--- src/rtl/scan_mux_n.sv ---
// Time-multiplexed display scanner: drives one digit at a time with a
// programmable dwell per digit, a blank interval at the start of each slot,
// a per-digit enable mask and a frame-coherent snapshot of the digit data.
module scan_mux_n #(
  parameter int DIGITS         = 8,
  parameter int DW             = 4,
  parameter int DIV            = 50000,
  parameter int BLANK          = 16,
  parameter int SEL_ACTIVE_LOW = 1
) (
  input  logic                 clk,
  input  logic                 rst_n,
  input  logic [DIGITS*DW-1:0] din,
  input  logic [DIGITS-1:0]    en,
  input  logic                 hold,
  output logic [DW-1:0]        outm,
  output logic [DIGITS-1:0]    selmo,
  output logic                 frame_start
);

  localparam int CW = (DIV > 1) ? $clog2(DIV) : 1;
  localparam int IW = (DIGITS > 1) ? $clog2(DIGITS) : 1;

  localparam logic [CW-1:0]     CNT_LAST = CW'(DIV - 1);
  localparam logic [IW-1:0]     IDX_LAST = IW'(DIGITS - 1);
  localparam logic [DIGITS-1:0] SEL_IDLE = (SEL_ACTIVE_LOW != 0) ? '1 : '0;

  logic [CW-1:0]        cnt;
  logic [IW-1:0]        idx;
  logic [DIGITS*DW-1:0] shadow_din;
  logic [DIGITS-1:0]    shadow_en;
  logic                 init;

  logic slot_wrap;
  logic frame_wrap;
  logic snap;
  logic blanked;

  // One-hot select for the current slot, converted to the board polarity.
  function automatic logic [DIGITS-1:0] sel_decode(input logic             blank_now,
                                                   input logic [IW-1:0]     digit,
                                                   input logic [DIGITS-1:0] mask);
    logic [DIGITS-1:0] onehot;
    onehot = '0;
    if (!blank_now && mask[digit]) onehot[digit] = 1'b1;
    return (SEL_ACTIVE_LOW != 0) ? ~onehot : onehot;
  endfunction

  assign slot_wrap  = (cnt == CNT_LAST);
  assign frame_wrap = slot_wrap && (idx == IDX_LAST);
  // A snapshot is taken on the first live edge after reset and at each frame end.
  assign snap       = init || frame_wrap;

  // Blank phase covers the first BLANK cycles of every slot.
  generate
    if (BLANK == 0) begin : g_no_blank
      assign blanked = 1'b0;
    end else begin : g_blank
      localparam logic [CW-1:0] BLANK_C = CW'(BLANK);
      assign blanked = (cnt < BLANK_C);
    end
  endgenerate

  // Slot and digit position counters; frozen while hold is high.
  always_ff @(posedge clk or negedge rst_n) begin
    if (!rst_n) begin
      cnt <= '0;
      idx <= '0;
    end else if (!hold) begin
      cnt <= slot_wrap ? '0 : cnt + 1'b1;
      if (slot_wrap) idx <= (idx == IDX_LAST) ? '0 : idx + 1'b1;
    end
  end

  // Frame snapshot of digit data and enable mask, so mid-frame changes wait a frame.
  always_ff @(posedge clk or negedge rst_n) begin
    if (!rst_n) begin
      shadow_din <= '0;
      shadow_en  <= '0;
      init       <= 1'b1;
    end else if (!hold) begin
      if (snap) begin
        shadow_din <= din;
        shadow_en  <= en;
      end
      init <= 1'b0;
    end
  end

  // Registered outputs: value always tracks the slot so it settles before select asserts.
  always_ff @(posedge clk or negedge rst_n) begin
    if (!rst_n) begin
      outm        <= '0;
      selmo       <= SEL_IDLE;
      frame_start <= 1'b0;
    end else if (hold) begin
      frame_start <= 1'b0;
    end else begin
      outm        <= shadow_din[idx*DW +: DW];
      selmo       <= sel_decode(blanked, idx, shadow_en);
      frame_start <= snap;
    end
  end

endmodule

--- config.mk ---
export PLATFORM = sky130hd
export DESIGN_NAME = scan_mux_n
export DESIGN_NICKNAME = d
export VERILOG_FILES = /design/src/rtl/scan_mux_n.sv
export SDC_FILE = /design/constraint.sdc
export NUM_CORES = 1
export LEC_CHECK = 0
export CAP_MARGIN = 25
export CORE_AREA = 2 2 80 82
export CTS_BUF_LIST = sky130_fd_sc_hd__clkbuf_2 sky130_fd_sc_hd__clkbuf_4 sky130_fd_sc_hd__clkbuf_8
export DETAILED_ROUTE_END_ITERATION = 12
export DIE_AREA = 0 0 82 84
export PLACE_DENSITY_LB_ADDON = 0.12
export SETUP_SLACK_MARGIN = 0.2
export SLEW_MARGIN = 10
export SYNTH_ARGS = -nofsm -noshare
export SYNTH_HDL_FRONTEND = slang
export SYNTH_SLANG_ARGS = --single-unit
--- constraint.sdc ---
create_clock -name clk -period 3.35 [get_ports clk]
set_clock_uncertainty 0.05 [all_clocks]
set_input_delay 0.5025 -clock clk [delete_from_list [all_inputs] [get_ports clk]]
set_output_delay 0.5025 -clock clk [all_outputs]
set_load 0.02 [all_outputs]
==> metrics.md <==
| Metric | Value |
|---|---|
| Cell Area, Synth | `around 3400 sq um` |
| Worst r2r dst | `shadow_din[2]$_DFFE_PN0P_` |
| Routed wl met2 | `3.14 mm` |
| Final setup viols | `0` |
| Vias in the first global route | `~2300` |
| Final nets | `370` |
| Initial antenna violation count | `0` |
| Grt total ovfl | `0` |
| Clk_lat worst skew | `0.34 ns` |
| Pre-CTS setup slack | `~0.54 ns` |
| Mean post-synth cell area | `12.8 sq um` |
| Die area | `a little under 7000 sq um` |
| Crit path depth | `6` |
| Clock transition at the registers of the reported paths | `~0.08 ns` |
| Ports | `56` |
| CP cell instances | `clkdlybuf4s50_1 -> nand4b_4 -> or2_0 -> o32ai_4 -> buf_4 -> mux2_2` |
| Max layer used | `met4` |
| Final Critical Period | `~2.5 ns` |
| Crit path largest cell delay | `~0.48 ns` |
| WS Path Type | `in -> reg` |
| Crit path buffers/inverters | `2` |
| PwrDens | `451 nW/um^2` |
| Clk sinks | `73` |
| Residual DRC | `0` |
| Element type at the critical path start | `input port` |
| Max Buffers Root-to-Sink | `2` |
| Total GRT Usage | `0.205` |
| Ant diodes | `0` |
| Worst slew margin | `0.409` |
| DR vias | `around 2200` |
| Final setup margin | `between 0.8 and 0.9 ns` |
| Reg2reg start | `cnt[0]$_DFFE_PN0N_` |
| Max H-tree Level | `3` |
| Syn_nets | `approximately 310` |
| Register area share after synthesis | `0.538` |
| Rows | `29` |
| # hold bufs at CTS | `0` |
| Highest Clock Rate | `406 MHz` |
| Worst Tran Pin Value | `around 0.9 ns` |
| Yosys reg bits | `between 70 and 80` |
| Yosys Warn Count | `0` |
| Syn Inst Count | `between 200 and 300` |
| CTS buffer count | `9` |
| HP Class | `in -> async` |
| CP delay by family, top | `buffers and inverters` |
| Initial core utilization | `0.561` |
| Met1 Wirelength | `between 2 and 3 mm` |
| Chip width | `around 82 um` |
| Die height | `84 um` |
| P_leak | `0.00176 uW` |
| Final Hold Fails | `0` |
| Critical path peak fanout | `41` |
| VDD IR-drop max | `between 0.0003 and 0.0004 V` |
| Post-cts resize count | `0` |
| PortBufs | `55` |
| Synth unique cells | `43` |
| Arrival time at the worst endpoint | `between 2 and 3 ns` |
| Post-synth EDFFs | `0` |
| Post-placement cell count | `390` |
| Pin count of the biggest net entering global routing | `74` |
| GPL Wtd Cong | `roughly 0.85` |
| CP max stage cell | `buf_4` |
| Core region area | `6100 sq um` |
| Reg2Reg Setup Slack | `between 0.8 and 0.9 ns` |
| Initial DRC count | `~130` |
| DRT Pass-1 Iters | `4` |
| MaxCap Viol Count | `0` |
| Worst Setup End Kind | `flop` |
| Post-Layout Cell Count | `between 400 and 500` |
| Layout cells sized above 1 | `0.252` |
| Pwr Total | `about 1900 uW` |
| Primary FF master, synth | `dfrtp_1` |
| Vias per std cell | `around 5.5` |
| Met3 WL | `about 220 um` |
| Fillers | `483` |
| Area growth from synthesis to layout | `23.0%` |
| Post-CTS Repair Setup Buffers | `0` |
| R2R cell count | `6` |
| Average wire per standard cell | `roughly 16 um` |
| Max Slew Vio Count | `0` |
| Unrepaired setup endpoints after global routing | `false` |
| Setup TNS | `0 ns` |
| Asr flop ratio synth | `1.00` |
| Clk root buf | `clkbuf_8` |
| Post-route ant nets | `0` |
| Final cycle utilization of the critical path | `0.735` |
| WL final | `~6.4 mm` |
| WP data required | `3.52 ns` |
| Status | `completed` |
| CTS tree | `done` |
| Placed wire-length estimate | `roughly 4.2 mm` |
| First-pass GRT wire length | `10.7 mm` |
## worst reg2reg max path, stage by stage (launching register included)
cell and delay (ns):
dfrtp_1 0.39, ha_1 0.26, nand4b_4 0.15, or2_0 0.35, o32ai_4 0.24, buf_4 0.48, mux2_2 0.42
## metal layers
layer,vias to the layer above,track usage
met2,55,0.324
met3,9,0.0433
met1,1105,0.281
met5,-,0
li1,1065,-
met4,0,0.0682
## cell usage in the layout, fill, tap and decap left out, types with 3 or more instances in the layout
| master | netlist | routed |
|---|---|---|
| mux2i_1 | 5 | 5 |
| dfstp_2 | 9 | 9 |
| clkinv_2 | 0 | 3 |
| nor3_1 | 5 | 5 |
| o21ai_0 | 4 | 4 |
| nand3_1 | 6 | 6 |
| mux2_1 | 7 | 7 |
| xor2_1 | 4 | 4 |
| mux2_2 | 41 | 41 |
| inv_1 | 5 | 5 |
| nand2_1 | 10 | 10 |
| ha_1 | 3 | 3 |
| nor2_1 | 18 | 18 |
| clkbuf_8 | 0 | 9 |
| xnor2_1 | 9 | 9 |
| or2_2 | 3 | 3 |
| nor4_1 | 3 | 3 |
| nand3b_1 | 3 | 3 |
| clkdlybuf4s50_1 | 0 | 54 |
| nand4_1 | 5 | 5 |
| buf_4 | 0 | 5 |
| mux4_2 | 4 | 4 |
| nand2b_1 | 13 | 13 |
| o31a_1 | 8 | 8 |
| dfrtp_1 | 64 | 64 |
## Yosys cell counts (4+ instances only)
library cell / n / area, sq um
xnor2_1: 9 / 78.8
mux2_2: 41 / 462
nand3_1: 6 / 30.0
xor2_1: 4 / 35.0
dfstp_2: 9 / 236
nand2b_1: 13 / 81.3
o31a_1: 8 / 70.1
mux4_2: 4 / 90.1
nand2_1: 10 / 37.5
nand4_1: 5 / 31.3
inv_1: 5 / 18.8
clkbuf_1: 7 / 26.3
nor2_1: 18 / 67.6
nor3_1: 5 / 25.0
o21ai_0: 4 / 20.0
dfrtp_1: 64 / 1600
mux2_1: 7 / 78.8
buf_6: 4 / 45.0
mux2i_1: 5 / 50.1
## final cells by class
type,instances,area (sq um),area share
timing repair buffer,60,583,0.139
sequential,73,1840,0.437
inverter,5,18.8,0.00446
tap,77,96.3,0.0229
clock inverter,7,68.8,0.0164
clock buffer,9,124,0.0295
multi-input combinational,175,1480,0.351
## cell families (layout without fill, tap and decap cells)
family | Yosys count | count (layout) | synth area share
flops | 73 | 73 | 0.538
fa+ha+maj | 3 | 3 | 0.0110
mux | 57 | 57 | 0.199
compound gates | 25 | 25 | 0.0604
buf+inv | 19 | 81 | 0.0304
xor+xnor | 13 | 13 | 0.0333
simple gates | 77 | 77 | 0.128
## where the power goes
part	internal, uW	switching, uW
logic	127	94.5
clock network	342	321
registers	943	66.9
total	1410	482
## flip-flops by register name, indices dropped and copies added (netlist names)
register     count
outm             4
shadow_din      32
frame_start      1
init             1
selmo            8
cnt             16
idx              3
shadow_en        8
## stage by stage
stage	hold slack, ns	area [sq um]	util
after CTS	0.352	4200	0.690
after global routing	0.395	4200	0.690
after floorplan	0.157	3420	-
after detailed placement	0.426	4010	0.658
after global placement	0.412	4010	0.658
final	0.300	4200	0.690
## worst max path at each step
stage                                  start                         end
after floorplan           cnt[0]$_DFFE_PN0N_  shadow_din[11]$_DFFE_PN0P_
after global placement                  hold    shadow_en[5]$_DFFE_PN0P_
after detailed placement                hold  shadow_din[22]$_DFFE_PN0P_
after CTS                 cnt[0]$_DFFE_PN0N_   shadow_din[2]$_DFFE_PN0P_
after global routing      cnt[0]$_DFFE_PN0N_   shadow_din[2]$_DFFE_PN0P_
final                                   hold   shadow_din[2]$_DFFE_PN0P_
(Power assumes the default switching activity.)
==> patch, RTL diff (config.mk and constraints unchanged) <==
Reset style: synchronous (`rst_n`), changed in 3 clocked blocks.
--- a/src/rtl/scan_mux_n.sv
+++ b/src/rtl/scan_mux_n.sv
@@ -62,7 +62,7 @@
   endgenerate
 
   // Slot and digit position counters; frozen while hold is high.
-  always_ff @(posedge clk or negedge rst_n) begin
+  always_ff @(posedge clk) begin
     if (!rst_n) begin
       cnt <= '0;
       idx <= '0;
@@ -73,7 +73,7 @@
   end
 
   // Frame snapshot of digit data and enable mask, so mid-frame changes wait a frame.
-  always_ff @(posedge clk or negedge rst_n) begin
+  always_ff @(posedge clk) begin
     if (!rst_n) begin
       shadow_din <= '0;
       shadow_en  <= '0;
@@ -88,7 +88,7 @@
   end
 
   // Registered outputs: value always tracks the slot so it settles before select asserts.
-  always_ff @(posedge clk or negedge rst_n) begin
+  always_ff @(posedge clk) begin
     if (!rst_n) begin
       outm        <= '0;
       selmo       <= SEL_IDLE;
Function: differs if rst_n is asserted again (counterexample within 4 cycles, from zero or initial values and one cycle with rst_n low); with rst_n held inactive, the same outputs for 10 cycles.
==> patch against the unedited design <==
- design area decreased by 3.3%
- via count increased by 19%
- setup slack improved by 0.44 ns
- area after synthesis decreased by 3.0%
- power decreased by 6.0%
- wire length increased by 8.1%
- sequential cell count unchanged
- sequential power decreased by 8%
- critical endpoint is now shadow_din[7]
- non-clock buffer count decreased by 1
- critical path depth unchanged
- combinational power decreased by 19%
- maximum frequency increased by 21%
- first-iteration DRC count decreased by 53%
==> patch: results (changes against the unedited design) <==
metric;value;unit;change
Max rail drop VDD;0.0003995;V;+22%
Layout Cells excl Fill;496;;+22%
Nets;461;;+25%
post-synthesis sequential area ratio;44.11;%;-9.7 points
Gate Count Post-Synth;369;;+38%
routed vias/inst;5.355;;-2.7%
Top FF cell, synth;dfxtp_1;;
CP max stage cell;clkdlybuf4s50_1;;
Initial DRC Count;63;;-53%
Worst-Margin Slew;0.7836;ns;-0.1024 ns
first-pass GRT wire length;11.64;mm;+8.6%
r2r startpoint;idx[1];;
hpwl dp;4.777;mm;+14%
GPL Wtd Cong;0.8254;;-2.6%
status;complete, no violations;;
Post-DP Area;0.003870;mm2;-3.5%
most common library cells after synthesis;nand2_1, dfxtp_1, mux2i_1;;
GRT Total Usage;21.79;%;+1.3 points
Area contributors post-synth;dfxtp_1, mux2i_1, nand2_1;;
Post-Syn Nets;415;;+33%
final wirelength;6.893;mm;+8.1%
share of cells above drive strength 1;6.205;%;-19 points
reg2reg end;shadow_din[7];;
DP Cell Count;481;;+23%
fraction of registers with async set/reset;0;%;-100 points
Worst EP arrival;2.25;ns;-0.38 ns
hold_ws;0.3999;ns;+0.09992 ns
largest net degree at the start of global routing;60;;-19%
[patch: cell types whose count changed after synthesis, sizes merged, moves of 4 or more]
cell,delta
nand2,+88
nand3,+5
dfxtp,+73
clkbuf,+7
a21oi,+6
o31a,-8
mux2,-47
dfrtp,-64
nand2b,-12
o21ai,+6
mux2i,+45
or2,-4
dfstp,-9
[patch: where the power goes]
part,total (uW),switching (uW),internal (uW)
registers,927,21.9,905
clock network,675,317,359
logic,179,80.1,98.5
[patch: worst max path at each step]
stage / from / endpoint / slack [ns] / cells past startpoint
floorplan: hold / selmo[3] / 1.56 / 4
global placement: hold / selmo[3] / 1.01 / 5
detailed placement: hold / shadow_din[7] / 0.99 / 6
CTS: idx[1] / shadow_din[7] / 1.33 / 5
global route: idx[1] / shadow_din[7] / 1.20 / 5
finish: hold / shadow_din[7] / 1.32 / 6
[patch: cell type report]
type / instances / area (um2)
timing repair buffer: 59 / 588.1
inverter: 6 / 22.52
fill: 532 / 2032
tap: 77 / 96.34
clock inverter: 5 / 56.30
multi-input combinational: 266 / 1702
sequential: 73 / 1461
clock buffer: 10 / 137.6
[patch: layer usage]
metal	routed length [um]	share of wire, %	GRT usage (%)
met5	0	0	0
met4	91	1.3	7.121
met3	268	3.9	6.277
met2	3277	48	33.70
met1	3255	47	28.98
[patch: logic make-up (layout without fill, tap and decap cells)]
logic type,after synthesis,count (layout),share of synthesized area (%)
xor+xnor,12,12,3.172
flops,73,73,44.11
compound gates,40,40,8.535
buf+inv,30,80,4.531
mux,53,53,16.81
fa+ha+maj,3,3,1.133
simple gates,158,158,21.71
[patch: tightest hold or removal path, cell delays in order (launching register included)]
cell and delay [ns]:
dfxtp_1 0.31, nand2_1 0.06, nand2_1 0.04
[patch: stage by stage]
step / worst slack, ns / util (%)
3_5_place_dp: 0.9899 / 63.49
3_3_place_gp: 1.014 / 63.49
5_1_grt: 1.197 / 66.67
6_report: 1.324 / 66.67
2_1_floorplan: 1.562 / -
4_1_cts: 1.328 / 66.67
